### config.mk
export PLATFORM = sky130hd
export DESIGN_NAME = icache
export DESIGN_NICKNAME = d
export VERILOG_FILES = /design/src/rtl/icache_pkg.sv /design/src/rtl/icache.sv
export SDC_FILE = /design/constraint.sdc
export NUM_CORES = 1
export LEC_CHECK = 0
export ABC_AREA = 1
export CAP_MARGIN = 20
export CORE_ASPECT_RATIO = 1.4
export CORE_MARGIN = 8
export CORE_UTILIZATION = 30
export DETAILED_ROUTE_END_ITERATION = 6
export PLACE_DENSITY = 0.42
export SLEW_MARGIN = 30
export SYNTH_ARGS = -nofsm -noshare
export SYNTH_HDL_FRONTEND = slang
export SYNTH_SLANG_ARGS = --single-unit
### constraint.sdc
create_clock -name CLK -period 3.5 [get_ports CLK]
set_clock_uncertainty 0.1 [all_clocks]
set_input_delay 0.7 -clock CLK [delete_from_list [all_inputs] [get_ports CLK]]
set_output_delay 0.7 -clock CLK [all_outputs]
set_load 0.1 [all_outputs]
### src/rtl/icache_pkg.sv
// Shared types for the direct-mapped instruction cache: address split, frame layout and FSM states.
package icache_pkg;

    localparam int ICACHE_SETS   = 16;
    localparam int ICACHE_WORD_W = 32;
    localparam int IDXW          = $clog2(ICACHE_SETS);
    localparam int TAGW          = ICACHE_WORD_W - IDXW - 2;

    typedef struct packed {
        logic [TAGW-1:0] tag;
        logic [IDXW-1:0] idx;
        logic [1:0]      bytoff;
    } icachef_t;

    typedef struct packed {
        logic                     valid;
        logic [TAGW-1:0]          tag;
        logic [ICACHE_WORD_W-1:0] data;
    } icache_frame_t;

    typedef enum logic {
        IDLE  = 1'b0,
        FETCH = 1'b1
    } icache_state_t;

endpackage

### src/rtl/icache.sv
// Direct-mapped read-only instruction cache with same-cycle hits and a one-word miss fill.
// Optional ICACHE_STATS_EN adds saturating hit_count / miss_count ports.
module icache
    import icache_pkg::*;
#(
    parameter int SETS   = ICACHE_SETS,
    parameter int WORD_W = ICACHE_WORD_W
) (
    input  logic              CLK,
    input  logic              nRST,
    input  logic              imemREN,
    input  logic [WORD_W-1:0] imemaddr,
    output logic              ihit,
    output logic [WORD_W-1:0] imemload,
    output logic              iREN,
    output logic [WORD_W-1:0] iaddr,
    input  logic              iwait,
    input  logic [WORD_W-1:0] iload
`ifdef ICACHE_STATS_EN
    ,
    output logic [31:0]       hit_count,
    output logic [31:0]       miss_count
`endif
);

    localparam int IDX_W = $clog2(SETS);
    localparam int TAG_W = WORD_W - IDX_W - 2;

    logic [SETS-1:0]   valid;
    logic [TAG_W-1:0]  tags [SETS];
    logic [WORD_W-1:0] data [SETS];

    icache_state_t     state;
    logic [WORD_W-3:0] miss_word;

    logic [IDX_W-1:0]  req_idx, fill_idx;
    logic [TAG_W-1:0]  req_tag, fill_tag;
    logic              hit, fill_en, miss_start;
    logic              unused_bytoff;

    assign req_idx       = imemaddr[IDX_W+1:2];
    assign req_tag       = imemaddr[WORD_W-1:IDX_W+2];
    assign fill_idx      = miss_word[IDX_W-1:0];
    assign fill_tag      = miss_word[WORD_W-3:IDX_W];
    assign unused_bytoff = ^imemaddr[1:0];

    assign hit        = imemREN && valid[req_idx] && (tags[req_idx] == req_tag);
    assign fill_en    = (state == FETCH) && !iwait;
    assign miss_start = (state == IDLE) && imemREN && !hit;

    assign ihit     = (state == IDLE) && hit;
    assign imemload = ihit ? data[req_idx] : '0;
    assign iREN     = (state == FETCH);
    assign iaddr    = iREN ? {miss_word, 2'b00} : '0;

    // Resetting state also discards an in-flight fill: fill_en needs FETCH.
    always_ff @(posedge CLK, negedge nRST) begin
        if (!nRST) begin
            state <= IDLE;
            valid <= '0;
        end else begin
            case (state)
                IDLE:    if (miss_start) state <= FETCH;
                FETCH:   if (!iwait)     state <= IDLE;
                default:                 state <= IDLE;
            endcase
            if (fill_en) valid[fill_idx] <= 1'b1;
        end
    end

    always_ff @(posedge CLK) begin
        if (fill_en) begin
            tags[fill_idx] <= fill_tag;
            data[fill_idx] <= iload;
        end
        if (miss_start) miss_word <= imemaddr[WORD_W-1:2];
    end

`ifdef ICACHE_STATS_EN
    function automatic logic [31:0] sat_inc(input logic [31:0] v);
        return (v == 32'hFFFF_FFFF) ? v : v + 32'd1;
    endfunction

    always_ff @(posedge CLK, negedge nRST) begin
        if (!nRST) begin
            hit_count  <= '0;
            miss_count <= '0;
        end else begin
            if (ihit)       hit_count  <= sat_inc(hit_count);
            if (miss_start) miss_count <= sat_inc(miss_count);
        end
    end
`endif

endmodule

# Yosys cells after proc, flatten, opt, wreduce, memory -nomap -nowiden
# Memory sizes are Yosys's and may differ from the RTL's.
# Cells that the tools add are included.
dict set report classes {
  eq_ne 1
  n_mux 11
  n_lt_le_gt_ge 3
  reduce_logical 9
  bitwise 2
}
# op n
set op_table {}
lappend op_table {{32-bit 2-to-1 mux} 2}
lappend op_table {{26-bit equality test} 1}
lappend op_table {{16-bit OR} 1}
lappend op_table {{4-bit by 5-bit less-than comparator with 1-bit output, second input constant} 2}
lappend op_table {{1-bit logical AND} 7}
lappend op_table {{1-bit 2-to-1 mux} 6}
lappend op_table {{1-bit binary-select mux with 4-bit select} 1}
lappend op_table {{1-bit demux with 4-bit select} 1}
lappend op_table {{4-bit by 1-bit >= comparator with 1-bit output, second input constant} 1}
lappend op_table {{1-bit zero test} 2}
lappend op_table {{1-bit case mux with 2 select lines} 1}
lappend op_table {{1-bit NOT} 1}
dict set report word_totals {
  inputBits 68
  memories 2
  ram_bits 928
  wordCells 31
  output_inout_bits 66
  ff_bits 47
}
# name words width rd rd_clocked_by_memory_dff write_ports line
set mem_list {}
lappend mem_list {data 16 32 1 0 1 icache.sv:31} ;# logic [WORD_W-1:0] data [SETS];
lappend mem_list {tags 16 26 1 0 1 icache.sv:30} ;# logic [TAG_W-1:0] tags [SETS];

# Logic depth before layout (Yosys ltp)
# Gate-level depths: netlist (run 1).
dict set report depth {
  depth_word 8
  mapped_depth 19
  mapped_depth_nobuf 17
}

# Least setup slack after synthesis (run 1)
# OpenSTA, ideal clock, no wires.
dict set report synth_timing {
  path_kind {reg-to-reg}
  from {register state, in the netlist iREN}
  to {memory data[11][0] (netlist bit) (enable)}
  stages_incl_launch_ff 6
  required_time_ns 2.926
  path_slack_ns -1.784
  path_buffers 1
  arrival_time_ns 4.710
  period_less_slack_ns 5.284
  setup_time_ns 0.474
  path_cell_list {dfrtp_1 > clkbuf_1 > nand2_1 > inv_1 > nand3_1 > nor2_1}
}
dict set report synth_via {
  elab_chain_len 3
}
# item line
set synth_lines {}
lappend synth_lines {{from (decl)} icache.sv:33} ;# icache_state_t state;
lappend synth_lines {{from (signal assigned)} icache.sv:59} ;# state <= IDLE;
lappend synth_lines {{from (signal assigned)} icache.sv:63} ;# IDLE: if (miss_start) state <= FETCH;
lappend synth_lines {{from (signal assigned)} icache.sv:64} ;# FETCH: if (!iwait) state <= IDLE;
lappend synth_lines {{1-bit logical AND} icache.sv:48} ;# assign fill_en = (state == FETCH) && !iwait;
lappend synth_lines {{1-bit 2-to-1 mux} icache.sv:72} ;# if (fill_en) begin
lappend synth_lines {{1-bit 2-to-1 mux (implied by the code)} icache.sv:74} ;# data[fill_idx] <= iload;
lappend synth_lines {{to (decl)} icache.sv:31}
# Every way passes these cells.

# Final worst setup path (run 1)
dict set report layout_timing {
  from {input imemaddr[2]}
  to {output imemload[26]}
}
dict set report layout_via {
  elab_chain_len 6
  elab_cells_between_ends 9
  cone_classes {1 x eq/ne; 3 x mux; 3 x reduce/logical; 2 x memory}
}
# item line
set layout_lines {}
lappend layout_lines {{from (decl)} icache.sv:12} ;# input logic [WORD_W-1:0] imemaddr,
lappend layout_lines {{parallel branches: the longest is 5 deep, another holds memory 16 x 26 bit} -}
lappend layout_lines {{32-bit 2-to-1 mux (*)} icache.sv:52} ;# assign imemload = ihit ? data[req_idx] : '0;
lappend layout_lines {{to (decl)} icache.sv:14} ;# output logic [WORD_W-1:0] imemload,
# Every way passes the cells marked *. The select of a mux whose other input is x is not followed.

==> metrics.csv, run 1 <==
metric,value,unit
status,"complete, but fails checks",
violations,setup timing,
wl_per_cell,23.2,µm
cts-htree-levels,3,
fin_crit,3980,ps
clkSlewWorstSetupHoldPaths,60,ps
postSynthAreaPerCell,12.1,µm²
p_int,0.0197,W
die-area,0.145,mm²
placementRows,158,
via_count,25700,
cts.sinks,975,
rsz0062_at_grt,true,
cts_buffer_depth,3,
via_per_inst,4.79,
ant_nets,0,
ir_drop,0.000420,V
mostFrequentLayoutCell,edfxtp_1,
dp_hpwl,69200,µm
die_w,324,µm
grt_pass1_vias,25800,
period_share,114,%
final_cell_mix,"edfxtp_1, nand2_1, nand3_1",
clock_tree.root_cell,clkbuf_16,
drv_slew,0,
grt_max_degree,105,
hp-class,reg -> reg,
layout.nets,3593,
ys_seq_elements,975,
hold_viol,0,
swShare,23.8,%
syn_to_final_growth,23.0,%
p_seq_share,50.8,%
ios,134,
synth_top_area_share,72.4,%
ys_seq_area_share,73.5,%
power_density,529,mW/mm²
overflow,0,
clock_latency,690,ps
max_cap_violations,0,
crit_fanout,14,
whs,357,ps
port_buffers,129,
drc_errors,0,
max_freq,0.251,GHz
core-area,0.132,mm²
drive_gt1_share,14.0,%
slew_headroom,40.0,%
syn-cell-area,0.0397,mm²
grt.met3_usage,2.65,%
antenna_found_initial,12,
netlist_instances,3293,
place_inst,5165,
cts-buffers-inserted,102,
synth_area_leaders,"edfxtp_1, nand2_1, nand3_1",
final_cells,5368,
grt_pass1_wl,182000,µm
p_comb_share,8.3,%
start_util,30.1,%
synth_top_cell_by_area,edfxtp_1,
p_switching,0.00616,W
wl,125000,µm
cts_tree,done,
worstPathArrival,3180,ps
startpoint_type,input pin,
synth_warnings,0,
drt_iter0_drc,1637,
grt_use_total,17.1,%
grt_use_met1,21.6,%
setup_slack,-485,ps
critPathCaptureType,output pin,
finalSetupViolCount,33,
dr.pass1.iters,5,
pwr-share-clk,40.8,%
leakagePower,17.9,nW
worst_slew_pin_slew,892,ps
gp_congestion,0.747,
ys_types,29,
busiest_layer,met2,
worstSetupPathType,in -> out,
die_y,447,µm
met2_usage,30.1,%
crit_required,2700,ps
## routing by layer
layer  share of wire, %  wire, µm
met1                 43     53500
met2                 51     63200
met3                4.0      5010
met4                2.3      2880
met5              0.032        40
## kinds of logic after synthesis
logic type,synth area share [%]
other,0.00944
AO/OA/AOI/OAI,7.03
buffers and inverters,4.73
flip-flops,73.5
AND/OR/NAND/NOR,14.8
## critical path, cell delays in order
cell	delay [ps]
buf_16	140
inv_16	140
buf_6	130
buf_12	140
nand2_1	60
nand3_1	120
nand3_1	110
nand3_1	120
nand2_1	60
nand2_1	50
nand2_1	70
nor2_1	100
nand2_1	70
nor2_1	110
nand2_2	90
inv_2	80
nand3_4	150
buf_12	200
buf_16	170
nor2_4	110
buf_12	180
## synthesized netlist by cell type
| master | number |
|---|---|
| buf_2 | 58 |
| nor3_2 | 1 |
| o21ai_1 | 12 |
| edfxtp_1 | 958 |
| o21ai_0 | 36 |
| nand3_2 | 1 |
| a21oi_1 | 235 |
| or2_0 | 1 |
| a31oi_1 | 5 |
| a221oi_1 | 107 |
| inv_4 | 2 |
| o31ai_1 | 32 |
| or2_1 | 1 |
| nand3_1 | 302 |
| buf_6 | 14 |
| a32oi_1 | 8 |
| inv_1 | 234 |
| nand3b_1 | 3 |
| clkbuf_1 | 101 |
| buf_4 | 11 |
| nand2_1 | 953 |
| nor2_2 | 29 |
| conb_1 | 1 |
| o211ai_1 | 13 |
| buf_1 | 20 |
| or2_2 | 10 |
| inv_2 | 1 |
| dfrtp_1 | 17 |
| nor2_1 | 127 |
## final timing paths
path | endpoint | depth (start not counted) | slack (ps) | from
worst max-delay path | imemload[26] | 21 | -480 | imemaddr[2]
worst min-delay path | valid[1]$_DFFE_PN0P_ | 2 | 360 | valid[1]$_DFFE_PN0P_
worst max register to register | miss_word[0]$_DFFE_PP_ | 17 | 990 | tags[10][1]$_DFFE_PP_
worst min register to register | valid[1]$_DFFE_PN0P_ | 2 | 360 | valid[1]$_DFFE_PN0P_
max in group asynchronous | iREN$_DFF_PN0_ | 1 | 2280 | nRST
min in group asynchronous | valid[2]$_DFFE_PN0P_ | 1 | 420 | nRST
## sequential cells by signal, indices dropped and copies added (netlist names)
signal and count:
iREN 1, tags 416, miss_word 30, data 512, valid 16
## cell type report
| type | count | area (µm²) |
|---|---|---|
| repair buffers | 328 | 4210 |
| repair inverters | 3 | 33.8 |
| fillers | 13000 | 83200 |
| multi-input cells | 1878 | 9090 |
| inverters | 237 | 947 |
| diodes | 6 | 15.0 |
| flip-flops and latches | 975 | 29200 |
| clock inverters | 57 | 509 |
| clock buffers | 124 | 2660 |
| well taps | 1760 | 2200 |
## repair_timing
| action | 4_1_cts | 5_1_grt |
|---|---|---|
| hold buffers | 0 | 0 |
| gates cloned | 11 | 0 |
| pin swaps | 7 | 3 |
| gates resized for setup | 68 | 7 |
| setup buffers | 5 | 0 |
| setup endpoints to repair | 33 | 33 |
## stage by stage
stage	power (W)	utilization (%)	setup slack (ps)	cell area, µm²	TNS [ps]
2_1_floorplan	0.0146	-	-145	40200	-4010
3_3_place_gp	0.0155	34.1	-713	45000	-27040
3_5_place_dp	0.0155	34.1	-677	45100	-24400
4_1_cts	0.0262	37.0	-495	48800	-14360
5_1_grt	0.0268	37.0	-655	48900	-19390
6_report	0.0259	37.0	-485	48900	-13980
## power by group through the flow
stage | Clock [W] | Combinational [W] | Sequential [W]
floorplan | 0 | 0.00122 | 0.0133
global placement | 0 | 0.00211 | 0.0134
detailed placement | 0 | 0.00211 | 0.0134
CTS | 0.0109 | 0.00220 | 0.0131
global route | 0.0113 | 0.00234 | 0.0132
finish | 0.0106 | 0.00215 | 0.0131
Power figures use the tool's default switching activity.
==> run 2, diff against run 1 <==
--- a/config.mk
+++ b/config.mk
@@ -6,11 +6,11 @@
 export NUM_CORES = 1
 export LEC_CHECK = 0
 export ABC_AREA = 1
-export CAP_MARGIN = 20
 export CORE_ASPECT_RATIO = 1.4
 export CORE_MARGIN = 8
 export CORE_UTILIZATION = 30
 export DETAILED_ROUTE_END_ITERATION = 6
+export GPL_ROUTABILITY_DRIVEN = 0
 export PLACE_DENSITY = 0.42
 export SLEW_MARGIN = 30
 export SYNTH_ARGS = -nofsm -noshare
==> results of run 2 <==
No change in the layout: final DEF, timing and power equal those of run 1.
